[src/rtl/count_key_ctrl.sv]
`timescale 1ns/1ps
`default_nettype none
// ============================================================================
//  Module   : count_key_ctrl
//  Purpose  : Single-key controller for the display up/down counter.
//             Classifies each debounced press as short, long or (optionally)
//             very long and drives the counter's next/dir/clr controls,
//             including a free-running auto-count mode.
//             Optional feature macro: KEY_CTRL_CLR_EN (very-long-press clear).
//  Revision : 1.0 - initial release
// ============================================================================
module count_key_ctrl #(
  parameter int LONG_CYCLES = 50_000_000,
  parameter int AUTO_PERIOD = 10_000_000,
  parameter int CLR_CYCLES  = 200_000_000
) (
  input  logic clk_i,
  input  logic rst_i,
  input  logic key_i,
  output logic next_o,
  output logic dir_o,
  output logic run_o,
  output logic clr_o
);

  typedef enum logic [1:0] {
    ST_IDLE = 2'd0,
    ST_HELD = 2'd1,
    ST_LONG = 2'd2,
    ST_CLRW = 2'd3
  } state_t;

  localparam logic [31:0] c_LONG_LAST = 32'(LONG_CYCLES - 1);
  localparam logic [31:0] c_AUTO_LAST = 32'(AUTO_PERIOD - 1);
  localparam logic [31:0] c_HOLD_MAX  = 32'hFFFF_FFFF;
`ifdef KEY_CTRL_CLR_EN
  localparam logic [31:0] c_CLR_LAST  = 32'(CLR_CYCLES - 1);
`endif

  state_t      r_state;
  state_t      w_state_nxt;
  logic        r_key_q;
  logic [31:0] r_hcnt;
  logic [31:0] r_pcnt;
  logic        r_run_q;
  logic        r_next;
  logic        r_dir;
  logic        r_run;
  logic        r_clr;

  logic        w_press;
  logic        w_release;
  logic [31:0] w_hold;
  logic        w_tick;
  logic        w_short_step;
  logic        w_next_nxt;
  logic        w_dir_nxt;
  logic        w_run_nxt;
  logic        w_clr_nxt;

  assign w_press   = key_i & ~r_key_q;
  assign w_release = ~key_i & r_key_q;

  // Hold count as seen in the current cycle: 0 in the press-edge cycle,
  // otherwise the registered value. The register therefore holds the count
  // that applies to the following cycle.
  assign w_hold = w_press ? 32'd0 : r_hcnt;

  // An auto tick only fires once pcnt has been running for a full period
  // after the run_o transition cycle (pcnt is reloaded during that cycle).
  assign w_tick = r_run & (r_run == r_run_q) & (r_pcnt == c_AUTO_LAST);

  // Key delay register; resets high so a key held through reset is not a press.
  always_ff @(posedge clk_i) begin
    if (rst_i) begin
      r_key_q <= 1'b1;
    end else begin
      r_key_q <= key_i;
    end
  end

  // Saturating hold counter, advancing every cycle the key is high.
  always_ff @(posedge clk_i) begin
    if (rst_i) begin
      r_hcnt <= 32'd0;
    end else if (key_i && (w_hold != c_HOLD_MAX)) begin
      r_hcnt <= w_hold + 32'd1;
    end else if (key_i) begin
      r_hcnt <= c_HOLD_MAX;
    end
  end

  // Auto-count period counter: held at 0 while idle, reloaded on every run_o change.
  always_ff @(posedge clk_i) begin
    if (rst_i) begin
      r_pcnt  <= 32'd0;
      r_run_q <= 1'b0;
    end else begin
      r_run_q <= r_run;
      if (!r_run || (r_run != r_run_q)) begin
        r_pcnt <= 32'd0;
      end else if (r_pcnt == c_AUTO_LAST) begin
        r_pcnt <= 32'd0;
      end else begin
        r_pcnt <= r_pcnt + 32'd1;
      end
    end
  end

  // State register and registered outputs.
  always_ff @(posedge clk_i) begin
    if (rst_i) begin
      r_state <= ST_IDLE;
      r_next  <= 1'b0;
      r_dir   <= 1'b0;
      r_run   <= 1'b0;
      r_clr   <= 1'b0;
    end else begin
      r_state <= w_state_nxt;
      r_next  <= w_next_nxt;
      r_dir   <= w_dir_nxt;
      r_run   <= w_run_nxt;
      r_clr   <= w_clr_nxt;
    end
  end

  // Press classification: next state and next output values.
  always_comb begin
    w_state_nxt  = r_state;
    w_short_step = 1'b0;
    w_dir_nxt    = r_dir;
    w_run_nxt    = r_run;
    w_clr_nxt    = 1'b0;
    case (r_state)
      ST_IDLE: begin
        if (w_press) begin
          w_state_nxt = ST_HELD;
        end
      end
      ST_HELD: begin
        if (w_release) begin
          w_state_nxt = ST_IDLE;
          if (r_run) begin
            w_dir_nxt = ~r_dir;
          end else begin
            w_short_step = 1'b1;
          end
        end else if (key_i && (w_hold == c_LONG_LAST)) begin
          w_run_nxt   = ~r_run;
          w_state_nxt = ST_LONG;
        end
      end
      ST_LONG: begin
        if (w_release) begin
          w_state_nxt = ST_IDLE;
`ifdef KEY_CTRL_CLR_EN
        end else if (key_i && (w_hold == c_CLR_LAST)) begin
          w_clr_nxt   = 1'b1;
          w_run_nxt   = 1'b0;
          w_dir_nxt   = 1'b0;
          w_state_nxt = ST_CLRW;
`endif
        end
      end
`ifdef KEY_CTRL_CLR_EN
      ST_CLRW: begin
        if (w_release) begin
          w_state_nxt = ST_IDLE;
        end
      end
`endif
      default: begin
        w_state_nxt = ST_IDLE;
      end
    endcase
  end

  // A clear pulse wins over any step that would land in the same cycle.
  assign w_next_nxt = (w_short_step | w_tick) & ~w_clr_nxt;

`ifndef KEY_CTRL_CLR_EN
  // The clear threshold has no function without the clear feature.
  logic w_unused_clr;
  assign w_unused_clr = ^(32'(CLR_CYCLES));
`endif

  assign next_o = r_next;
  assign dir_o  = r_dir;
  assign run_o  = r_run;
  assign clr_o  = r_clr;

endmodule
`default_nettype wire

[config.mk]
export PLATFORM = sky130hd
export DESIGN_NAME = count_key_ctrl
export DESIGN_NICKNAME = d
export VERILOG_FILES = /design/src/rtl/count_key_ctrl.sv
export SDC_FILE = /design/constraint.sdc
export NUM_CORES = 1
export LEC_CHECK = 0
export BUFFER_PORTS_ARGS = -buffer_cell sky130_fd_sc_hd__buf_4
export CAP_MARGIN = 10
export CORE_UTILIZATION = 45
export DETAILED_ROUTE_END_ITERATION = 12
export GPL_TIMING_DRIVEN = 0
export PLACE_DENSITY_LB_ADDON = 0.12
export SYNTH_ARGS = -nofsm -noshare
export SYNTH_HDL_FRONTEND = slang
export SYNTH_SLANG_ARGS = --single-unit
[constraint.sdc]
create_clock -name clk_i -period 3.3 [get_ports clk_i]
set_input_delay 0.495 -clock clk_i [delete_from_list [all_inputs] [get_ports clk_i]]
set_output_delay 0.495 -clock clk_i [all_outputs]
set_load 0.05 [all_outputs]
# After elaboration in Yosys (flattened, before gate mapping)
# Index checks and enable logic that the tools add are counted.
dict set report op_classes {
  n_eq_ne 10
  n_reduce_logical 10
  n_addsub 2
  bitwise_logic 10
  n_mux 11
}
# operator n
set ops {}
lappend ops {{$mux 32} 3}
lappend ops {{$add 32x1->32 const B} 2}
lappend ops {{$eq 32x24->1 const B} 1}
lappend ops {{$eq 32x26->1 const B} 1}
lappend ops {{$ne 32x32->1 const B} 1}
lappend ops {{$reduce_and 3->1} 3}
lappend ops {{$mux 2} 4}
lappend ops {{$pmux 2 s3} 1}
lappend ops {{$not 1->1} 5}
lappend ops {{$and 1x1->1} 4}
lappend ops {{$ne 2x2->1 const B} 2}
lappend ops {{$mux 1} 3}
lappend ops {{$ne 3x3->1 const B} 1}
lappend ops {{$reduce_or 3->1} 1}
lappend ops {{$eq 2x1->1 const B} 1}
lappend ops {{$eq 2x2->1 const B} 1}
lappend ops {{$logic_and 1x1->1} 2}
lappend ops {{$logic_not 2->1} 1}
lappend ops {{$reduce_bool 2->1} 1}
lappend ops {{$eq 1x1->1} 1}
lappend ops {{$logic_not 1->1} 1}
lappend ops {{$logic_or 1x1->1} 1}
lappend ops {{$ne 1x1->1} 1}
lappend ops {{$or 1x1->1} 1}
dict set report word_totals {
  output_inout_bits 4
  reg_bits 71
  in_bits 3
}

# Longest topological paths before layout
# Gate-level depths: netlist (run 1).
dict set report logic_depth {
  word_depth 8
  ltp_mapped 12
  depth_no_buf 9
}

# Worst setup path before layout (run 1)
# No wires, ideal clock.
dict set report synth_timing {
  path_kind {input port to flip-flop}
  start {input port key_i}
  end {register r_hcnt[15]}
  setup_ns 0.088
  n_path_buf 2
  slack_ns 0.849
  arrival_time_ns 2.363
  stages 11
  cell_sequence {nand2b_1 -> buf_2 -> and2_1 -> ha_1 -> nand4_2 -> nor4_4 -> nand4_1 -> o21ai_2 -> buf_4 -> nor2_1 -> nor4_2}
}
dict set report synth_via {
  elab_chain_cells 5
  word_cells_on_any_way 7
  cone_classes {add/sub: 1; eq/ne: 1; mux: 2; bitwise: 1; reduce/logical: 2}
}
# item line
set synth_rtl {}
lappend synth_rtl {{start: declaration} 19} ;# input logic key_i,
lappend synth_rtl {{branches (longest 5 deep; another with $add 32x1->32)} --}
lappend synth_rtl {{end signal: assignment} 87} ;# r_hcnt <= w_hold + 32'd1;
lappend synth_rtl {{end signal: assignment} 89} ;# r_hcnt <= c_HOLD_MAX;
lappend synth_rtl {{end: declaration} 43} ;# logic [31:0] r_hcnt;
# Parallel ways; which one is timed is not known.
# A chain may end at the register's enable or synchronous reset.

# Final worst setup path (run 1)
dict set report layout_timing {
  start {register r_key_q}
  end {register r_hcnt[0]}
}
dict set report layout_via {
  elab_chain_cells 6
  word_cells_on_any_way 8
  cone_classes {add/sub: 1; eq/ne: 1; mux: 2; bitwise: 2; reduce/logical: 2}
}
# item line
set layout_rtl {}
lappend layout_rtl {{start: declaration} 42} ;# logic r_key_q;
lappend layout_rtl {{start signal: assignment} 78} ;# r_key_q <= key_i;
lappend layout_rtl {{$not 1->1 (*)} 61} ;# assign w_press = key_i & ~r_key_q;
lappend layout_rtl {{$and 1x1->1 (*)} 61}
lappend layout_rtl {{$mux 32 (*)} 67} ;# assign w_hold = w_press ? 32'd0 : r_hcnt;
lappend layout_rtl {{branches (longest 3 deep; another with $add 32x1->32)} --}
# Every way passes the cells marked *.

==> results of run 1 <==
-- layout by cell type (no fill, tap or decap), drive strengths merged, types with 16 or more instances in the layout --
master | Yosys | routed
nor2 | 78 | 78
dfxtp | 71 | 71
nand2 | 35 | 35
nand3 | 29 | 29
a21oi | 24 | 24
nor3 | 24 | 24
clkbuf | 15 | 24
o21ai | 23 | 23
a31oi | 19 | 19
nand4 | 18 | 18
xnor2 | 16 | 16
xor2 | 16 | 16
buf | 10 | 16
-- worst min path at each step --
stage,slack [ps],from,endpoint
finish,370,rst_i,r_run_q$_SDFF_PP0_
global placement,440,r_pcnt[0]$_SDFF_PP0_,r_pcnt[0]$_SDFF_PP0_
CTS,350,rst_i,r_run_q$_SDFF_PP0_
floorplan,430,r_pcnt[0]$_SDFF_PP0_,r_pcnt[0]$_SDFF_PP0_
global route,370,rst_i,r_run_q$_SDFF_PP0_
detailed placement,450,r_pcnt[0]$_SDFF_PP0_,r_pcnt[0]$_SDFF_PP0_
-- stage by stage --
stage	area, µm²	total power [µW]
2_1_floorplan	3660	933
5_1_grt	4020	1700
3_3_place_gp	3820	959
4_1_cts	4020	1650
3_5_place_dp	3820	960
6_report	4020	1640
-- registers in the layout, indices dropped and copies added, names as in the netlist --
register  cells
next_o        1
r_key_q       1
r_hcnt       32
r_pcnt       32
run_o         1
r_state       2
r_run_q       1
dir_o         1
-- per-layer routing --
| metal | share of wire (%) | global-route usage (%) |
|---|---|---|
| met5 | 0 | 0 |
| met4 | 1.7 | 8.98 |
| met3 | 8.1 | 3.48 |
| met2 | 41 | 32.0 |
| met1 | 49 | 35.4 |
-- Yosys cell counts (2+ instances only) --
| library cell | instances | area share, % |
|---|---|---|
| sky130_fd_sc_hd__nor4_4 | 2 | 1.2 |
| sky130_fd_sc_hd__and3_1 | 13 | 2.2 |
| sky130_fd_sc_hd__inv_1 | 10 | 1.0 |
| sky130_fd_sc_hd__xnor2_1 | 16 | 3.8 |
| sky130_fd_sc_hd__o211ai_1 | 2 | 0.41 |
| sky130_fd_sc_hd__ha_1 | 2 | 0.68 |
| sky130_fd_sc_hd__nand3_1 | 29 | 4.0 |
| sky130_fd_sc_hd__a31oi_1 | 19 | 3.3 |
| sky130_fd_sc_hd__a21oi_1 | 24 | 3.3 |
| sky130_fd_sc_hd__and4_1 | 2 | 0.48 |
| sky130_fd_sc_hd__nor4_1 | 10 | 1.7 |
| sky130_fd_sc_hd__a211oi_1 | 4 | 0.82 |
| sky130_fd_sc_hd__nor4_2 | 3 | 1.0 |
| sky130_fd_sc_hd__buf_2 | 5 | 0.68 |
| sky130_fd_sc_hd__or4_1 | 5 | 1.0 |
| sky130_fd_sc_hd__nor2b_1 | 2 | 0.34 |
| sky130_fd_sc_hd__buf_4 | 5 | 1.0 |
| sky130_fd_sc_hd__nand2_1 | 34 | 3.5 |
| sky130_fd_sc_hd__nand4_1 | 17 | 2.9 |
| sky130_fd_sc_hd__o21ai_0 | 22 | 3.0 |
| sky130_fd_sc_hd__or2_2 | 2 | 0.34 |
| sky130_fd_sc_hd__or3_1 | 3 | 0.51 |
| sky130_fd_sc_hd__and2_1 | 2 | 0.34 |
| sky130_fd_sc_hd__nor3_1 | 22 | 3.0 |
| sky130_fd_sc_hd__xor2_1 | 16 | 3.8 |
| sky130_fd_sc_hd__a41oi_1 | 5 | 1.2 |
| sky130_fd_sc_hd__nor4b_1 | 3 | 0.72 |
| sky130_fd_sc_hd__nor2_1 | 76 | 7.8 |
| sky130_fd_sc_hd__clkbuf_1 | 15 | 1.5 |
| sky130_fd_sc_hd__nand2b_1 | 4 | 0.68 |
| sky130_fd_sc_hd__dfxtp_1 | 71 | 39 |
-- cell type report --
cell class	count	area, µm²	area share, %
Inverter	11	41.3	1.03
Multi-Input combinational cell	358	2070	51.6
Timing Repair Buffer	6	45.0	1.12
Sequential cell	71	1420	35.3
Clock buffer	9	124	3.08
Clock inverter	7	71.3	1.77
Buffer	25	119	2.95
Tap cell	102	128	3.17
-- cell families (layout without fill, tap and decap cells) --
logic type,after synthesis,count (layout),share of synthesized area (%)
flip-flops,71,71,38.9
adder cells (fa/ha/maj),2,2,0.684
other,1,1,0.103
XOR/XNOR,32,32,7.67
buffers and inverters,36,58,4.38
AO/OA/AOI/OAI,84,84,13.8
AND/OR/NAND/NOR,239,239,34.5
-- report_power, final --
group	switching, µW	internal (µW)
registers	3.60	859
logic	57.4	20.3
clock network	350	350
==> results.toml, run 1 <==
[critical_path]
critPathLaunchType = "flip-flop"
path_max_fanout = 10
worstSetupStartpoint = "r_key_q$_SDFF_PP1_"
path_delay_family = "simple AND/OR/NAND/NOR gates"
worstPathCellList = "buf_2, nand2b_1, buf_2, and2_1, ha_1, nand4_2, nor4_4, nand4_1, nor2_2, nor2_1, a311oi_1"
worst-r2r-cell-count = 11
critical_path_buf_inv_count = 2
cp_data_required_time_ps = 3560
worst_r2r_startpoint = "r_key_q$_SDFF_PP1_"
setup.worst_path.end = "r_hcnt[0]$_SDFFE_PP0P_"
worstSetupEndpointType = "flip-flop"
timing.setup.critical_path_class = "reg2reg"
worstReg2RegEnd = "r_hcnt[0]$_SDFFE_PP0P_"
worst_path_largest_cell_delay_ps = 360
cp_slowest_cell = "sky130_fd_sc_hd__nor2_2"
cp_num_cells = 11
crit_arrival_ps = 3350
cp_common_cell = "sky130_fd_sc_hd__buf_2"
timing.reg2reg.setup_slack_ps = 200

[sta]
rsz0062_at_grt = "no"
setup_ws_ps = 205
tightest_slew_ps = 607
final.period_utilization_pct = 93.8
timing.final.setup_violations = 0
drv_slew = 0
final.hold.worst_slack_ps = 367
finalWorstPathRequiredPeriod_ps = 3100
peak_clock_frequency_supported_by_timing_ghz = 0.323
report.final.hold_viol_count = 0
fin_setup_tns_ps = 0
fin_worst_skew_ps = 5.50
relSlewSlack_pct = 59.2

[final_layout]
fin_nets = 487
final_layout_size_suffix_gt1_share_pct = 9.86
final-instance-count-excl-fill = 589
fillers = 793
antenna_cells = 0
final_core_util_pct = 51.5
syn_to_final_growth_pct = 10.1

[detailed_routing]
detail_route.wl_per_cell_um = 15.8
first_pass_iters = 5
number_of_vias_after_detailed_routing = 3478
drt-vias-per-instance = 5.90
drt_iter0_drc = 314
drcViolationCount = 0
totalWireLength_um = 9300
route.antenna.remaining_nets = 0

[global_route]
grt_start_max_net_pins = 14
grt_usage_pct = 23.1
antenna_found_initial = 0
grt_pass1_wl_um = 15400
grt_pass1_vias = 3018
globalRoute.totalOverflow = 0

[yosys]
ys_dominant_reg_cell = "sky130_fd_sc_hd__dfxtp_1"
asyncSetResetFlopFracSynth_pct = 0
synth.distinct_cells = 51
number_of_enable_type_register_cells_in_the_synthesized_netlist = 0
synthesis.area_per_instance_um2 = 7.86
synth.yosys.warnings = 0
synthesis.area_um2 = 3660
synth.yosys.seq_area_share_pct = 38.9
syn-instance-count = 465
postSynthRegisterBits = 71
mappedNetlistNets = 470

[run_status]
run_status = "completed"

[hold_path]
hold_class = "in2reg"
holdPathStages = 2

[placement]
place.detailed.instances = 572
detailedPlacementHpwl_um = 6590
gp_congestion = 0.860
buffer_ports.inserted = 5
preCtsSetupSlack_ps = 129

[floorplan]
floorplan.core_area_um2 = 7810
floorplan.initialDensity_pct = 46.8
num_rows = 32
die_area_um2 = 8490
die_width_um = 92.1
die_y_um = 92.1
design.portCount = 7

[clock_network]
post_cts_resize_count = 0
cts_setup_buffers = 0
tritoncts = "done"
cts_hold_buf = 0
cts.reportedPaths.clkPinSlew_ps = 80
cts-buffers-inserted = 9
clock-sinks = 71
cts-root-to-sink-buffers = 2
cts_root_buf = "sky130_fd_sc_hd__clkbuf_8"
insertion_delay_ps = 350
h-tree-depth = 3

[flow_run]
cap_violations = 0

[power]
p_per_area_nw_per_um2 = 408
worst_ir_drop_vdd_uv = 253
p_leak_uw = 0.00126
No activity file was read; power rests on OpenSTA's default activity.
==> inputs of run 2 (changes only) <==
CORE_UTILIZATION = 55   (was 45)
CTS_BUF_LIST = sky130_fd_sc_hd__clkbuf_4   (was not set)
==> run 2 against run 1 <==
  * First-iteration DRC count fell by 23%
  * Register-to-register slack barely moved
  * Sequential cell count did not move
  * Hold slack got worse by 100 ps
  * Largest power group unchanged
  * Highest routed layer unchanged
==> results.toml, run 2 (synthesized netlist as in run 1, its figures left out) <==
[floorplan]
design.portCount = 7
floorplan.initialDensity_pct = 57.2
floorplan.core_area_um2 = 6390
die_y_um = 83.5
die_area_um2 = 6980
num_rows = 29
die_width_um = 83.5

[power]
comb_power_share_pct = 5.1
worst_ir_drop_vdd_uv = 346
p_clk_share_pct = 37.5
power.switching_fraction_pct = 26.0
p_per_area_nw_per_um2 = 382
power.net_switching_uw = 391
p_leak_uw = 0.00123
portion_of_total_power_attributed_to_sequential_cells_pct = 57.5
power.internal_uw = 1110

[clock_network]
h-tree-depth = 3
insertion_delay_ps = 430
clock-sinks = 71
tritoncts = "done"
cts_root_buf = "sky130_fd_sc_hd__clkbuf_4"
post_cts_resize_count = 0
cts_hold_buf = 0
cts.reportedPaths.clkPinSlew_ps = 120
cts-root-to-sink-buffers = 2
cts-buffers-inserted = 9

[sta]
timing.final.setup_violations = 0
finalWorstPathRequiredPeriod_ps = 3090
fin_worst_skew_ps = 15.5
peak_clock_frequency_supported_by_timing_ghz = 0.324
final.hold.worst_slack_ps = 265
fin_setup_tns_ps = 0
setup_ws_ps = 214
report.final.hold_viol_count = 0
relSlewSlack_pct = 55.7
tightest_slew_ps = 658
final.period_utilization_pct = 93.5
drv_slew = 0
rsz0062_at_grt = "no"

[detailed_routing]
maxUsedRoutingLayer = "met4"
route.antenna.remaining_nets = 0
detail_route.wl_per_cell_um = 16.1
met2_length_um = 4340
route.layer.met1.wl_um = 3830
drt-vias-per-instance = 6.18
drt_iter0_drc = 243
drcViolationCount = 0
first_pass_iters = 5
totalWireLength_um = 9050
met3_wirelength_um = 643
number_of_vias_after_detailed_routing = 3486

[critical_path]
worstPathCellList = "buf_2, nand2b_1, buf_2, and2_1, ha_1, nand4_2, nor4_4, nand4_1, o21ai_2, buf_4, nor2_1, nor4_2"
path_max_fanout = 10
path_delay_family = "simple AND/OR/NAND/NOR gates"
crit_arrival_ps = 3420
critical_path_buf_inv_count = 3
timing.setup.critical_path_class = "reg2reg"
critPathLaunchType = "flip-flop"
worst_path_largest_cell_delay_ps = 320
cp_common_cell = "sky130_fd_sc_hd__buf_2"
cp_data_required_time_ps = 3630
worstSetupEndpointType = "flip-flop"
cp_slowest_cell = "sky130_fd_sc_hd__dfxtp_1"

[final_layout]
mostFrequentLayoutCell = "sky130_fd_sc_hd__nor2_1"
most_frequent_cells_in_the_layout = "sky130_fd_sc_hd__nor2_1 (76), sky130_fd_sc_hd__dfxtp_1 (71), sky130_fd_sc_hd__nand2_1 (34), sky130_fd_sc_hd__nand3_1 (29), sky130_fd_sc_hd__a21oi_1 (24)"
syn_to_final_growth_pct = 7.70
layout_top_registers = "r_hcnt (32), r_pcnt (32), r_state (2)"
final_core_util_pct = 61.7
final_layout_size_suffix_gt1_share_pct = 9.65
antenna_cells = 0
fin_nets = 487

[placement]
detailedPlacementHpwl_um = 6300
preCtsSetupSlack_ps = 134
buffer_ports.inserted = 5
gp_congestion = 0.913

[flow_run]
cap_violations = 0

[global_route]
grt_pass1_wl_um = 15200
grt_start_max_net_pins = 14
grt_pass1_vias = 3248
globalRoute.totalOverflow = 0
antenna_found_initial = 0
grt_usage_pct = 27.2

[hold_path]
hold_class = "in2reg"

[run_status]
run_status = "completed"
-- run 2: worst register-to-register path, stage by stage (launching register included) --
cell	delay, ps
sky130_fd_sc_hd__dfxtp_1	320
sky130_fd_sc_hd__buf_2	230
sky130_fd_sc_hd__nand2b_1	240
sky130_fd_sc_hd__buf_2	280
sky130_fd_sc_hd__and2_1	170
sky130_fd_sc_hd__ha_1	220
sky130_fd_sc_hd__nand4_2	200
sky130_fd_sc_hd__nor4_4	230
sky130_fd_sc_hd__nand4_1	260
sky130_fd_sc_hd__o21ai_2	290
sky130_fd_sc_hd__buf_4	250
sky130_fd_sc_hd__nor2_1	80
sky130_fd_sc_hd__nor4_2	250
-- run 2: metrics by stage --
stage	instances	area (µm²)	power, µW
floorplan	465	3660	933
global placement	547	3790	957
detailed placement	547	3790	957
CTS	563	3930	1520
global route	564	3940	1560
finish	564	3940	1500
-- run 2: area by class of cell --
cell class	count	area, µm²
buffer	25	119
multi-input combinational	358	2070
clock inverter	7	72.6
inverter	11	41.3
sequential	71	1420
fill	584	2450
timing repair buffer	6	45.0
clock buffer	9	67.6
tap	77	96.3
-- run 2: worst paths after layout --
| kind | start | slack, ps | cells after the start | end |
|---|---|---|---|---|
| worst max-delay path | r_key_q$_SDFF_PP1_ | 210 | 12 | r_hcnt[22]$_SDFFE_PP0P_ |
| worst min-delay path | rst_i | 270 | 2 | r_run_q$_SDFF_PP0_ |
| worst max register to register | r_key_q$_SDFF_PP1_ | 210 | 12 | r_hcnt[22]$_SDFFE_PP0P_ |
| worst min register to register | r_pcnt[0]$_SDFF_PP0_ | 490 | 1 | r_pcnt[0]$_SDFF_PP0_ |
-- run 2: what timing repair did --
item                                    CTS  global route
buffers inserted                          0             1
endpoints found under the setup margin    0             8
hold endpoints to repair                  0             0
-- run 2: routing by layer --
layer / vias up / global-route usage (%)
met1: 1604 / 32.5
met2: 153 / 46.9
met5: - / 0
li1: 1702 / -
met4: 0 / 10.9
met3: 27 / 6.53
-- run 2: power groups by stage --
| stage | sequential (µW) | clock [µW] | combinational [µW] |
|---|---|---|---|
| 2_1_floorplan | 883 | 0 | 50.5 |
| 3_3_place_gp | 883 | 0 | 73.7 |
| 6_report | 864 | 563 | 76.1 |
| 3_5_place_dp | 883 | 0 | 73.9 |
| 5_1_grt | 865 | 615 | 82.2 |
| 4_1_cts | 864 | 578 | 74.1 |
==> inputs of run 3 (changes only) <==
CAP_MARGIN = not set   (was 10)
PLACE_DENSITY_LB_ADDON = 0.05   (was 0.12)
==> run 3 against run 2 <==
  * Final area increased by 0.13%
  * Highest routed layer unchanged
  * Clock skew shrank 4.3 ps
  * Maximum frequency grew 2.2%
  * Hold slack worse by 4.4 ps
  * Die area unchanged
  * Sequential share of layout area about the same
  * Combinational power rose by 2%
  * Clock power down 4.8%
  * Sequential power about the same
==> results.toml, run 3 (synthesized netlist as in run 1, its figures left out) <==
[power]
fin_total_pwr_uw = 1480
p_leak_uw = 0.00123
worst_ir_drop_vdd_uv = 552
p_per_area_nw_per_um2 = 375

[global_route]
grt_start_max_net_pins = 13
globalRoute.totalOverflow = 0
grt_usage_pct = 27.6
antenna_found_initial = 0
grt_pass1_wl_um = 15300
grt_pass1_vias = 3283

[floorplan]
die_area_um2 = 6980
design.portCount = 7
floorplan.core_area_um2 = 6390
die_width_um = 83.5
num_rows = 29
die_y_um = 83.5
floorplan.initialDensity_pct = 57.2

[sta]
report.final.hold_viol_count = 0
fin_worst_skew_ps = 11.1
relSlewSlack_pct = 59.1
peak_clock_frequency_supported_by_timing_ghz = 0.331
drv_slew = 0
tightest_slew_ps = 609
final.period_utilization_pct = 91.5
final.hold.worst_slack_ps = 261
fin_setup_tns_ps = 0
rsz0062_at_grt = "no"
finalWorstPathRequiredPeriod_ps = 3020
timing.final.setup_violations = 0

[clock_network]
cts_root_buf = "sky130_fd_sc_hd__clkbuf_4"
cts_hold_buf = 0
clock-sinks = 71
cts-buffers-inserted = 9
post_cts_resize_count = 0
insertion_delay_ps = 420
h-tree-depth = 3
cts_setup_buffers = 0
cts.reportedPaths.clkPinSlew_ps = 120
cts-root-to-sink-buffers = 2
tritoncts = "done"

[final_layout]
fillers = 603
antenna_cells = 0
final_core_util_pct = 61.7
syn_to_final_growth_pct = 7.84
final-instance-count-excl-fill = 565
mostFrequentLayoutCell = "sky130_fd_sc_hd__nor2_1"
fin_nets = 489
most_frequent_cells_in_the_layout = "sky130_fd_sc_hd__nor2_1 (76), sky130_fd_sc_hd__dfxtp_1 (71), sky130_fd_sc_hd__nand2_1 (34), sky130_fd_sc_hd__nand3_1 (29), sky130_fd_sc_hd__a21oi_1 (24)"
layout_top_registers = "r_hcnt (32), r_pcnt (32), r_state (2)"
multi_input_comb_area_um2 = 2070
seqCellArea_um2 = 1420
final_layout_size_suffix_gt1_share_pct = 9.84

[detailed_routing]
totalWireLength_um = 9100
route.antenna.remaining_nets = 0
drt_iter0_drc = 267
number_of_vias_after_detailed_routing = 3449
detail_route.wl_per_cell_um = 16.1
drcViolationCount = 0
first_pass_iters = 8
drt-vias-per-instance = 6.10

[hold_path]
timing.hold.worst_endpoint = "r_run_q$_SDFF_PP0_"
hold_path_startpoint = "rst_i"
holdPathStages = 2
hold_class = "in2reg"

[critical_path]
timing.reg2reg.setup_slack_ps = 280
path_max_fanout = 10
crit_arrival_ps = 3360
worstSetupEndpointType = "flip-flop"
worstReg2RegEnd = "r_hcnt[22]$_SDFFE_PP0P_"
critPathLaunchType = "flip-flop"
cp_data_required_time_ps = 3630
worst-r2r-cell-count = 12
timing.setup.critical_path_class = "reg2reg"
worst_r2r_startpoint = "r_key_q$_SDFF_PP1_"

[flow_run]
cap_violations = 0

[placement]
buffer_ports.inserted = 5
gp_congestion = 0.903
detailedPlacementHpwl_um = 6440
place.detailed.instances = 547

[run_status]
run_status = "completed"
-- run 3: changes by cell type in the layout (fill, tap and decap cells not counted), sizes merged --
cell and change:
buf +2, clkinv -1, clkinvlp +1, inv -1
-- run 3: layout make-up --
| class | count | share of cell area, % |
|---|---|---|
| Inverter | 11 | 1.05 |
| Clock inverter | 6 | 1.59 |
| Multi-Input combinational cell | 358 | 52.6 |
| Clock buffer | 9 | 1.71 |
| Sequential cell | 71 | 36.1 |
| Buffer | 25 | 3.01 |
| Tap cell | 77 | 2.44 |
| Timing Repair Buffer | 8 | 1.52 |
-- run 3: routing by layer --
layer  GRT usage, %  wire (µm)
met5              0          0
met4           12.8        238
met3           6.23        467
met2           48.1       4530
met1           32.3       3870
-- run 3: how the worst max path moves through the flow --
stage / endpoint / depth (start not counted) / startpoint
finish: r_hcnt[22]$_SDFFE_PP0P_ / 12 / r_key_q$_SDFF_PP1_
global route: r_hcnt[22]$_SDFFE_PP0P_ / 12 / r_key_q$_SDFF_PP1_
CTS: r_hcnt[15]$_SDFFE_PP0P_ / 12 / r_key_q$_SDFF_PP1_
detailed placement: r_hcnt[15]$_SDFFE_PP0P_ / 12 / key_i
global placement: r_hcnt[15]$_SDFFE_PP0P_ / 12 / key_i
floorplan: r_hcnt[15]$_SDFFE_PP0P_ / 11 / key_i
-- run 3: critical path, stage by stage (launching register included) --
cell,delay (ps)
sky130_fd_sc_hd__dfxtp_1,320
sky130_fd_sc_hd__buf_2,220
sky130_fd_sc_hd__nand2b_1,220
sky130_fd_sc_hd__buf_2,290
sky130_fd_sc_hd__and2_1,170
sky130_fd_sc_hd__ha_1,220
sky130_fd_sc_hd__nand4_2,180
sky130_fd_sc_hd__nor4_4,210
sky130_fd_sc_hd__nand4_1,250
sky130_fd_sc_hd__o21ai_2,300
sky130_fd_sc_hd__buf_4,250
sky130_fd_sc_hd__nor2_1,80
sky130_fd_sc_hd__nor4_2,230
-- run 3: where the power goes --
group          internal, µW  total, µW  leakage [µW]  switching, µW
Clock                   224        536     0.0000654            312
Sequential              860        864      0.000573           3.64
Combinational          21.6       78.0      0.000592           56.4
Total                  1110       1480       0.00123            372
-- run 3: through the flow --
| step | setup slack [ps] | instance area (µm²) |
|---|---|---|
| floorplan | 849 | 3660 |
| global placement | 162 | 3790 |
| detailed placement | 149 | 3790 |
| CTS | 153 | 3920 |
| global route | 78.7 | 3940 |
| finish | 279 | 3940 |
